[config.mk]
export PLATFORM = sky130hd
export DESIGN_NAME = alu_mcycle_flat
export DESIGN_NICKNAME = d
export VERILOG_FILES = /design/src/rtl/alu_mcycle_if.sv /design/src/rtl/alu_mcycle.sv /design/src/flat_wrapper.sv
export SDC_FILE = /design/constraint.sdc
export NUM_CORES = 1
export LEC_CHECK = 0
export BUFFER_PORTS_ARGS = -buffer_cell sky130_fd_sc_hd__clkbuf_2
export CAP_MARGIN = 20
export CORE_ASPECT_RATIO = 1.4
export CORE_UTILIZATION = 65
export DETAILED_ROUTE_END_ITERATION = 8
export PLACE_DENSITY = 0.83
export SKIP_LAST_GASP = 1
export SLEW_MARGIN = 10
export SYNTH_ARGS = -nofsm -noshare
export SYNTH_HDL_FRONTEND = slang
export SYNTH_SLANG_ARGS = --single-unit
export TNS_END_PERCENT = 5
[constraint.sdc]
create_clock -name clk -period 5.6 [get_ports clk]
set_input_delay 0.28 -clock clk [delete_from_list [all_inputs] [get_ports clk]]
set_output_delay 0.28 -clock clk [all_outputs]
set_load 0.01 [all_outputs]
[src/rtl/alu_mcycle_if.sv]
// Request/response bundle for alu_mcycle: valid/ready request carrying the
// operands and op select, valid/ready response carrying the result and EQ flag.
interface alu_mcycle_if #(
  parameter int unsigned WIDTH = 32
);
  logic             in_valid;
  logic             in_ready;
  logic [WIDTH-1:0] ALUop1;
  logic [WIDTH-1:0] ALUop2;
  logic [3:0]       ALUctrl;
  logic             out_valid;
  logic             out_ready;
  logic [WIDTH-1:0] ALUout;
  logic             EQ;

  // Requester side: issues operations and consumes results.
  modport master (
    output in_valid, ALUop1, ALUop2, ALUctrl, out_ready,
    input  in_ready, out_valid, ALUout, EQ
  );

  // ALU side.
  modport slave (
    input  in_valid, ALUop1, ALUop2, ALUctrl, out_ready,
    output in_ready, out_valid, ALUout, EQ
  );
endinterface

[src/rtl/alu_mcycle.sv]
// Multi-cycle integer ALU: single-cycle logic/arith/compare/shift ops plus
// iterative shift-add multiply and restoring unsigned divide/remainder.
// One transaction in flight; the result and EQ flag are held until taken.
module alu_mcycle #(
  parameter int unsigned WIDTH = 32
) (
  input logic         clk,
  input logic         rst,
  alu_mcycle_if.slave bus
);
  localparam int unsigned SHW = $clog2(WIDTH);
  localparam int unsigned CW  = SHW + 1;

  localparam logic [3:0] OpAdd  = 4'h0;
  localparam logic [3:0] OpSub  = 4'h1;
  localparam logic [3:0] OpAnd  = 4'h2;
  localparam logic [3:0] OpOr   = 4'h3;
  localparam logic [3:0] OpXor  = 4'h4;
  localparam logic [3:0] OpSlt  = 4'h5;
  localparam logic [3:0] OpSltu = 4'h6;
  localparam logic [3:0] OpSll  = 4'h7;
  localparam logic [3:0] OpSrl  = 4'h8;
  localparam logic [3:0] OpSra  = 4'h9;
  localparam logic [3:0] OpMul  = 4'hA;
  localparam logic [3:0] OpDivu = 4'hB;
  localparam logic [3:0] OpRemu = 4'hC;

  typedef enum logic [1:0] {StIdle, StBusy, StDone} state_e;

  state_e           state_q;
  logic [3:0]       op_q;
  // MUL: acc = partial product, opa = multiplicand, opb = multiplier.
  // DIV: acc = remainder, opa = dividend/quotient shift reg, opb = divisor.
  logic [WIDTH-1:0] acc_q, opa_q, opb_q;
  logic [CW-1:0]    cnt_q;
  logic             in_ready_q, out_valid_q, eq_q;
  logic [WIDTH-1:0] alu_out_q;

  logic [WIDTH-1:0] sc_result;
  logic [SHW-1:0]   shamt;
  logic             is_iter;

  assign shamt   = bus.ALUop2[SHW-1:0];
  assign is_iter = (bus.ALUctrl == OpMul) || (bus.ALUctrl == OpDivu) ||
                   (bus.ALUctrl == OpRemu);

  // Single-cycle result from the live request operands.
  always_comb begin
    sc_result = '0;
    case (bus.ALUctrl)
      OpAdd:  sc_result = bus.ALUop1 + bus.ALUop2;
      OpSub:  sc_result = bus.ALUop1 - bus.ALUop2;
      OpAnd:  sc_result = bus.ALUop1 & bus.ALUop2;
      OpOr:   sc_result = bus.ALUop1 | bus.ALUop2;
      OpXor:  sc_result = bus.ALUop1 ^ bus.ALUop2;
      OpSlt:  sc_result = {{(WIDTH-1){1'b0}}, ($signed(bus.ALUop1) < $signed(bus.ALUop2))};
      OpSltu: sc_result = {{(WIDTH-1){1'b0}}, (bus.ALUop1 < bus.ALUop2)};
      OpSll:  sc_result = bus.ALUop1 << shamt;
      OpSrl:  sc_result = bus.ALUop1 >> shamt;
      OpSra:  sc_result = $unsigned($signed(bus.ALUop1) >>> shamt);
      default: sc_result = '0;
    endcase
  end

  logic [WIDTH-1:0] mul_acc_d, mul_a_d, mul_b_d;
  logic [WIDTH:0]   div_shift, div_diff;
  logic [WIDTH-1:0] div_rem_d, div_quo_d;
  logic [WIDTH-1:0] iter_result;

  // One iteration of shift-add multiply and restoring divide.
  // A zero divisor never borrows, giving an all-ones quotient and rem = dividend.
  always_comb begin
    mul_acc_d = opb_q[0] ? (acc_q + opa_q) : acc_q;
    mul_a_d   = opa_q << 1;
    mul_b_d   = opb_q >> 1;
    div_shift = {acc_q, opa_q[WIDTH-1]};
    div_diff  = div_shift - {1'b0, opb_q};
    if (!div_diff[WIDTH]) begin
      div_rem_d = div_diff[WIDTH-1:0];
      div_quo_d = {opa_q[WIDTH-2:0], 1'b1};
    end else begin
      div_rem_d = div_shift[WIDTH-1:0];
      div_quo_d = {opa_q[WIDTH-2:0], 1'b0};
    end
    case (op_q)
      OpMul:   iter_result = mul_acc_d;
      OpDivu:  iter_result = div_quo_d;
      default: iter_result = div_rem_d;
    endcase
  end

  // Control FSM with registered handshake outputs, result and EQ.
  always_ff @(posedge clk) begin
    if (rst) begin
      state_q     <= StIdle;
      op_q        <= '0;
      acc_q       <= '0;
      opa_q       <= '0;
      opb_q       <= '0;
      cnt_q       <= '0;
      in_ready_q  <= 1'b1;
      out_valid_q <= 1'b0;
      alu_out_q   <= '0;
      eq_q        <= 1'b1;
    end else begin
      case (state_q)
        StIdle: begin
          if (bus.in_valid) begin
            op_q       <= bus.ALUctrl;
            in_ready_q <= 1'b0;
            if (is_iter) begin
              state_q <= StBusy;
              cnt_q   <= CW'(WIDTH);
              acc_q   <= '0;
              opa_q   <= bus.ALUop1;
              opb_q   <= bus.ALUop2;
            end else begin
              state_q     <= StDone;
              out_valid_q <= 1'b1;
              alu_out_q   <= sc_result;
              eq_q        <= (sc_result == '0);
            end
          end
        end
        StBusy: begin
          cnt_q <= cnt_q - CW'(1);
          if (op_q == OpMul) begin
            acc_q <= mul_acc_d;
            opa_q <= mul_a_d;
            opb_q <= mul_b_d;
          end else begin
            acc_q <= div_rem_d;
            opa_q <= div_quo_d;
          end
          if (cnt_q == CW'(1)) begin
            state_q     <= StDone;
            out_valid_q <= 1'b1;
            alu_out_q   <= iter_result;
            eq_q        <= (iter_result == '0);
          end
        end
        StDone: begin
          if (bus.out_ready) begin
            state_q     <= StIdle;
            out_valid_q <= 1'b0;
            in_ready_q  <= 1'b1;
          end
        end
        default: state_q <= StIdle;
      endcase
    end
  end

  assign bus.in_ready  = in_ready_q;
  assign bus.out_valid = out_valid_q;
  assign bus.ALUout    = alu_out_q;
  assign bus.EQ        = eq_q;
endmodule

[src/flat_wrapper.sv]
// flat-port wrapper written by rule: the top's interface ports become plain ports
module alu_mcycle_flat 
#(
  parameter int unsigned WIDTH = 32
)
  (clk, rst, bus_in_valid, bus_ALUop1, bus_ALUop2, bus_ALUctrl, bus_out_ready, bus_in_ready, bus_out_valid, bus_ALUout, bus_EQ);
  alu_mcycle_if #(.WIDTH(WIDTH)) bus_i ();
  input logic clk;
  input logic rst;
  input wire logic [$bits(bus_i.in_valid)-1:0] bus_in_valid;
  input wire logic [$bits(bus_i.ALUop1)-1:0] bus_ALUop1;
  input wire logic [$bits(bus_i.ALUop2)-1:0] bus_ALUop2;
  input wire logic [$bits(bus_i.ALUctrl)-1:0] bus_ALUctrl;
  input wire logic [$bits(bus_i.out_ready)-1:0] bus_out_ready;
  output wire logic [$bits(bus_i.in_ready)-1:0] bus_in_ready;
  output wire logic [$bits(bus_i.out_valid)-1:0] bus_out_valid;
  output wire logic [$bits(bus_i.ALUout)-1:0] bus_ALUout;
  output wire logic [$bits(bus_i.EQ)-1:0] bus_EQ;
  assign bus_i.in_valid = bus_in_valid;
  assign bus_i.ALUop1 = bus_ALUop1;
  assign bus_i.ALUop2 = bus_ALUop2;
  assign bus_i.ALUctrl = bus_ALUctrl;
  assign bus_i.out_ready = bus_out_ready;
  assign bus_in_ready = bus_i.in_ready;
  assign bus_out_valid = bus_i.out_valid;
  assign bus_ALUout = bus_i.ALUout;
  assign bus_EQ = bus_i.EQ;
  alu_mcycle #(.WIDTH(WIDTH)) u_core (.clk(clk), .rst(rst), .bus(bus_i));
endmodule
==> results.ini, run 1 <==
[clock_network]
post_cts_buffers=0
cts_htree_levels=4
cts-root-buf=clkbuf_16
hold_buffers=0
clock-sinks=143
ctsResizeCount=0
cts_buffer_depth=2
numCtsBuffers=17

[global_routing]
track_usage_pct=68.1
grt_pass1_vias=27600
grt_pass1_wl_um=176000
gr-total-overflow=16
grt_max_degree=91

[synthesis]
synth_flop_cell=dfxtp_1
synth.avg_cell_area_um2=6.97
synth_cell_type_count=90
ys_seq_area_share_pct=13.2
syn-cell-area_um2=21700
postSynth.asyncResetShare_pct=0
syn_inst=3117
syn_nets=3358
synth_edf_count=0
yosys_warnings=0
ys_seq_elements=143

[placed_design]
post_dp_cell_area_um2=22500
numPortBuffers=106
dp_slack_ps=518
place_congestion=1.25
dp_hpwl_um=78100

[die]
ios=107
die_w_um=157
start_util_pct=66.5
die_h_um=218
rows=78

[run_status]
status=stopped before the end
failing_step=global routing
tool.error=[ERROR GRT-0116] Global routing finished with congestion. Check the congestion regions in the DRC Viewer.

kinds of logic after synthesis:
kind of cell    Yosys count  synth area share, %
flops                   143                 13.2
buf+inv                 406                 7.49
simple gates           1138                 23.2
xor+xnor                 60                 2.50
fa+ha+maj               169                 9.86
mux                     197                 12.3
compound gates         1004                 31.4
metal layers:
metal	GRT usage, %	GRT overflow
met5	7.89	0
met4	68.3	7
met3	43.1	0
met2	89.3	9
met1	71.2	0
synth_stat cells, types with 37 or more instances:
master	n	area share [%]
a211oi_1	63	2.2
mux2i_1	106	4.9
dfxtp_1	143	13
a21oi_1	259	6.0
nand2_1	412	7.1
mux4_2	49	5.1
o211ai_1	57	2.0
ha_1	165	9.5
inv_1	147	2.5
a21o_1	48	1.7
clkbuf_1	201	3.5
mux2_2	38	2.0
nand3_1	53	1.2
xnor2_1	41	1.7
o21ai_0	155	3.6
a311oi_1	74	3.0
nor3_1	80	1.8
o22ai_1	37	1.1
nor2_1	379	6.5
per-stage QoR:
step	hold slack, ps	cells	util (%)
floorplan	442	3117	-
global placement	438	3490	68.8
detailed placement	446	3490	68.8
CTS	124	3521	70.6
==> inputs of run 2 (changes only) <==
--- a/config.mk
+++ b/config.mk
@@ -7,10 +7,9 @@
 export LEC_CHECK = 0
 export BUFFER_PORTS_ARGS = -buffer_cell sky130_fd_sc_hd__clkbuf_2
 export CAP_MARGIN = 20
-export CORE_ASPECT_RATIO = 1.4
-export CORE_UTILIZATION = 65
+export CORE_UTILIZATION = 40
 export DETAILED_ROUTE_END_ITERATION = 8
-export PLACE_DENSITY = 0.83
+export PLACE_DENSITY_LB_ADDON = 0.15
 export SKIP_LAST_GASP = 1
 export SLEW_MARGIN = 10
 export SYNTH_ARGS = -nofsm -noshare
==> run 2 against run 1 <==
  * The flow now finishes without violations
  * Synthesized area unchanged
  * Synthesized cell count unchanged
==> results.ini, run 2 <==
[critical_path]
endpoint_kind=flop
worstPathRequired_ps=6010
critPathLaunchType=flop
cp.arrival_ps=5620
path_class=reg -> reg
critPathMaxFanout=10

[route]
firstDrtPassIters=6
wl_per_cell_um=31.2
dr_total_vias=26100
viasPerCell=6.85
ant_nets=0
first_iter_violations=3322
drc=0
drt-total-wl_um=119000

[clock_network]
clock-sinks=143
clock_latency_ps=480
numCtsBuffers=17
cts-root-buf=clkbuf_16
cts_tree=built
cts_htree_levels=4
cts_buffer_depth=2
clk_pin_slew_ps=70

[synthesis]
synth_top_cell_area_share_pct=13.2
synth_flop_cell=dfxtp_1
yosys_warnings=0
ys_seq_area_share_pct=13.2
syn_inst=3117
synth.avg_cell_area_um2=6.97
syn-cell-area_um2=21700
synth_edf_count=0
synth_top_cells_by_count=412 x nand2_1, 379 x nor2_1, 259 x a21oi_1
ys_seq_elements=143
synthTopCellsByArea=dfxtp_1 13%, ha_1 9.5%, nand2_1 7.1%
syn_nets=3358
postSynth.asyncResetShare_pct=0
synth_area_leader_cell=dfxtp_1
synth_cell_type_count=90
yosysMostFrequentCell=nand2_1

[timing]
rsz0062_at_grt=false
slew_headroom_pct=18.2
setup_viol_count_final=0
fin_worst_skew_ps=14.8
hold_viol_final=0
period_share_pct=92.9
max_freq_mhz=192
worst_slew_pin_slew_ps=1200
maxSlewViolCount=0
period_minus_slack_ps=5210
worst_slack_ps=395
final.setup.tns_ps=0

[cells_and_area]
drive_gt1_share_pct=12.4
fin_nets=3340
mostFrequentLayoutCells=412 x nand2_1, 375 x nor2_1, 258 x a21oi_1
final_common_cell=nand2_1
area_growth_pct=8.70
fin_area_um2=23600

[power]
pwr-share-seq_pct=25.1
intPower_mw=2.47
switching_share_pct=46.5
finalPower_mw=4.63
power_density_nw_per_um2=196
pwr-share-comb_pct=49.4
ir_worst_vdd_uv=255
clockPowerShare_pct=25.6
p_sw_mw=2.15
leakagePower_nw=9.79

[die]
start_util_pct=40.5
rows=85
die_h_um=235
ios=107
core_um2=53700
die_area_um2=55300
die_w_um=235

[global_routing]
antenna_found_initial=3
gr-total-overflow=0
grt_pass1_vias=24000
track_usage_pct=41.7
grt_max_degree=95
grt_pass1_wl_um=170000

[placed_design]
post_dp_cell_area_um2=23000
numPortBuffers=106
dp_slack_ps=349
dp_hpwl_um=92500
place_congestion=1.03

[run_status]
status=finished clean

[flow_run]
max_cap_violations=0

[min_path]
hold_path_class=in -> reg

run 2: cell counts after synthesis:
No cell type changed its count.
run 2: final cells by class:
cell class                 instances  area, um^2
fill                            5693       30100
clock inverter                    13         129
timing repair buffer             219        1450
sequential                       143        2860
clock buffer                      19         443
tap                              696         871
inverter                         150         563
multi-input combinational       2568       17300
antenna                            2        5.00
run 2: power by group through the flow:
stage          clock network [mW]  logic (mW)  registers (mW)
3_3_place_gp                    0        2.20            1.17
6_report                     1.18        2.28            1.16
4_1_cts                      1.21        2.20            1.15
2_1_floorplan                   0        1.37            1.16
3_5_place_dp                    0        2.19            1.18
5_1_grt                      1.23        2.40            1.16
run 2: metrics by stage:
| step | util, % | instances | hold WS, ps |
|---|---|---|---|
| 6_report | 44.0 | 3810 | 117 |
| 5_1_grt | 44.0 | 3808 | 143 |
| 4_1_cts | 43.9 | 3800 | 96.0 |
| 3_5_place_dp | 42.8 | 3768 | 447 |
| 3_3_place_gp | 42.8 | 3767 | 440 |
| 2_1_floorplan | - | 3117 | 442 |
run 2: logic make-up after synthesis:
| family | after synthesis | share of synthesized area (%) |
|---|---|---|
| simple gates | 1138 | 23.2 |
| compound gates | 1004 | 31.4 |
| buf+inv | 406 | 7.49 |
| mux | 197 | 12.3 |
| fa+ha+maj | 169 | 9.86 |
| flops | 143 | 13.2 |
| xor+xnor | 60 | 2.50 |
run 2: path summary, 6_finish.rpt:
kind / startpoint / to / slack [ps] / cells after the start
max: u_core.opa_q[31]$_SDFFE_PP0P_ / u_core.bus.EQ$_SDFFE_PP1P_ / 390 / 17
min: bus_ALUop2[21] / u_core.opb_q[21]$_SDFFE_PP0P_ / 120 / 3
max reg2reg: u_core.opa_q[31]$_SDFFE_PP0P_ / u_core.bus.EQ$_SDFFE_PP1P_ / 390 / 17
min reg2reg: u_core.bus.ALUout[9]$_SDFFE_PP0P_ / u_core.bus.ALUout[9]$_SDFFE_PP0P_ / 450 / 2
run 2: critical path: stages, from the launching register on:
cell and delay (ps):
dfxtp_1 380, inv_1 80, ha_1 230, inv_1 70, fa_1 410, a211oi_1 360
o211ai_1 230, a211oi_1 470, a21boi_1 180, o21a_1 310, xor2_4 440, buf_4 200
mux2i_1 230, o21ai_0 160, nor4_1 550, nand4_1 210, or4_1 440, a31oi_1 170
run 2: per-layer routing:
layer  global-route usage [%]  vias to the layer above  part of all wire [%]
met4                     22.4                        4                   6.0
li1                         -                    11500                     -
met1                     56.8                    12600                    42
met2                     61.2                     1695                    41
met5                        0                        -                 0.023
met3                     8.89                      335                    11
run 2: what timing repair did:
action | in CTS | in global routing
endpoints found under the setup margin | 0 | 1
gates resized for setup | 0 | 0
buffers inserted | 0 | 6
hold buffers | 0 | 0
Note: power is estimated with default switching activity, not from simulation.
==> inputs of run 3 (changes only) <==
--- a/config.mk
+++ b/config.mk
@@ -9,7 +9,8 @@
 export CAP_MARGIN = 20
 export CORE_UTILIZATION = 40
 export DETAILED_ROUTE_END_ITERATION = 8
-export PLACE_DENSITY_LB_ADDON = 0.15
+export MAX_ROUTING_LAYER = met4
+export PLACE_DENSITY = 0.54
 export SKIP_LAST_GASP = 1
 export SLEW_MARGIN = 10
 export SYNTH_ARGS = -nofsm -noshare
==> run 3 against run 2 <==
  * First-iteration DRC count increased by 7.5%
  * Sequential share of layout area about the same
  * Design area decreased by 0.14%
  * Global-route usage increased by 1.5 points
  * Routed wire length increased by 0.19%
  * Critical path depth unchanged
  * Combinational power about the same
  * Maximum frequency decreased by 1.4%
  * Core utilization decreased by 0.063 points
  * Via count increased by 0.15%
  * Highest routed layer is now met4
==> results.ini, run 3 (synthesis gave the netlist of run 2 again) <==
[die]
die_w_um=235
die_h_um=235
die_area_um2=55300
start_util_pct=40.5
rows=85
ios=107
core_um2=53700

[route]
first_iter_violations=3570
wl_per_cell_um=31.3
drc=0
dr_total_vias=26100
drt-total-wl_um=119000
highest_layer=met4
viasPerCell=6.87
ant_nets=0
route.met3.wl_um=11900
firstDrtPassIters=8
wl_met2_um=49200
wl_met1_um=51900

[timing]
fin_worst_skew_ps=20.5
rsz0062_at_grt=false
final.setup.tns_ps=0
worst_slew_pin_slew_ps=1170
period_minus_slack_ps=5280
hold_viol_final=0
period_share_pct=94.3
max_freq_mhz=189
slew_headroom_pct=22.1
setup_viol_count_final=0
hold_ws_ps=147
maxSlewViolCount=0

[cells_and_area]
mostFrequentLayoutCells=412 x nand2_1, 375 x nor2_1, 258 x a21oi_1
multi_input_area_um2=17300
drive_gt1_share_pct=12.3
area_growth_pct=8.54
layout.cells.non_filler=3806
seq_area_um2=2860
nFillCells=5605
final_util_pct=43.9
final_common_cell=nand2_1
fin_nets=3334

[global_routing]
antenna_found_initial=3
gr-total-overflow=0
grt_pass1_vias=24200
track_usage_pct=43.2
grt_max_degree=95
grt_pass1_wl_um=172000

[critical_path]
max_stage_delay_ps=600
slowest_stage=a211oi_1
critPathLaunchType=flop
worstPathRequired_ps=5980
crit_chain=inv_1, ha_1, inv_1, fa_1, a211oi_1, o211ai_1, a211oi_1, a21boi_1, o21a_1, xor2_4, buf_4, mux2i_1, nor2_1, a31oi_1, nand4_1, or4_1, a31oi_1
path_class=reg -> reg
critPathMaxFanout=12
endpoint_kind=flop
cp.arrival_ps=5660

[clock_network]
cts-root-buf=clkbuf_16
cts_htree_levels=4
ctsResizeCount=0
clk_pin_slew_ps=80
cts_buffer_depth=2
clock_latency_ps=470
clock-sinks=143
hold_buffers=0
numCtsBuffers=17
cts_tree=built
post_cts_buffers=0

[power]
switching_share_pct=46.7
ir_worst_vdd_uv=227
pwr-share-seq_pct=25.0
leakagePower_nw=9.77
p_sw_mw=2.16
clockPowerShare_pct=25.6
power_density_nw_per_um2=196
pwr-share-comb_pct=49.4
intPower_mw=2.47

[placed_design]
dp_hpwl_um=92000
numPortBuffers=106
place_congestion=1.10
placedCellCount=3768

[run_status]
status=finished clean

[min_path]
hold_path_class=in -> reg

[flow_run]
max_cap_violations=0

-- run 3: final timing paths --
check	from	end	slack [ps]	depth (start not counted)
max	u_core.opa_q[31]$_SDFFE_PP0P_	u_core.bus.EQ$_SDFFE_PP1P_	320	17
min	bus_out_ready	u_core.state_q[1]$_SDFFE_PP0P_	150	3
max reg2reg	u_core.opa_q[31]$_SDFFE_PP0P_	u_core.bus.EQ$_SDFFE_PP1P_	320	17
min reg2reg	u_core.bus.ALUout[13]$_SDFFE_PP0P_	u_core.bus.ALUout[13]$_SDFFE_PP0P_	460	2
-- run 3: cell type report --
cell class,instances,area share [%]
diodes,4,0.0424
well taps,696,3.69
flip-flops and latches,143,12.1
clock buffers,17,1.80
multi-input cells,2569,73.4
clock inverters,15,0.626
inverters,150,2.39
repair buffers,212,5.91
-- run 3: power by group through the flow --
stage | sequential [mW] | combinational [mW] | clock, mW
final | 1.16 | 2.28 | 1.19
after global routing | 1.16 | 2.40 | 1.23
after CTS | 1.15 | 2.20 | 1.20
after floorplan | 1.16 | 1.37 | 0
after detailed placement | 1.18 | 2.19 | 0
after global placement | 1.17 | 2.19 | 0
-- run 3: per-layer routing --
| metal | track usage (%) | vias up |
|---|---|---|
| met5 | - | - |
| met4 | 18.8 | 0 |
| met3 | 7.21 | 265 |
| met2 | 61.3 | 1637 |
| met1 | 59.6 | 12800 |
| li1 | - | 11500 |
-- run 3: per-stage QoR --
| stage | cell area (um^2) | power (mW) | worst slack [ps] |
|---|---|---|---|
| after global placement | 23000 | 3.36 | 278 |
| after global routing | 23600 | 4.80 | 143 |
| after CTS | 23600 | 4.55 | 264 |
| after floorplan | 21700 | 2.53 | 723 |
| after detailed placement | 23000 | 3.37 | 322 |
| final | 23600 | 4.63 | 321 |
-- run 3: worst max-delay path: cells and delay by family (launching register included) --
family / cells / cell delay [ps]
AND/OR/NAND/NOR: 3 / 670
XOR/XNOR: 1 / 600
AO/OA/AOI/OAI: 7 / 2280
multiplexers: 1 / 260
adder cells (fa/ha/maj): 2 / 570
buffers and inverters: 3 / 440
flip-flops: 1 / 390
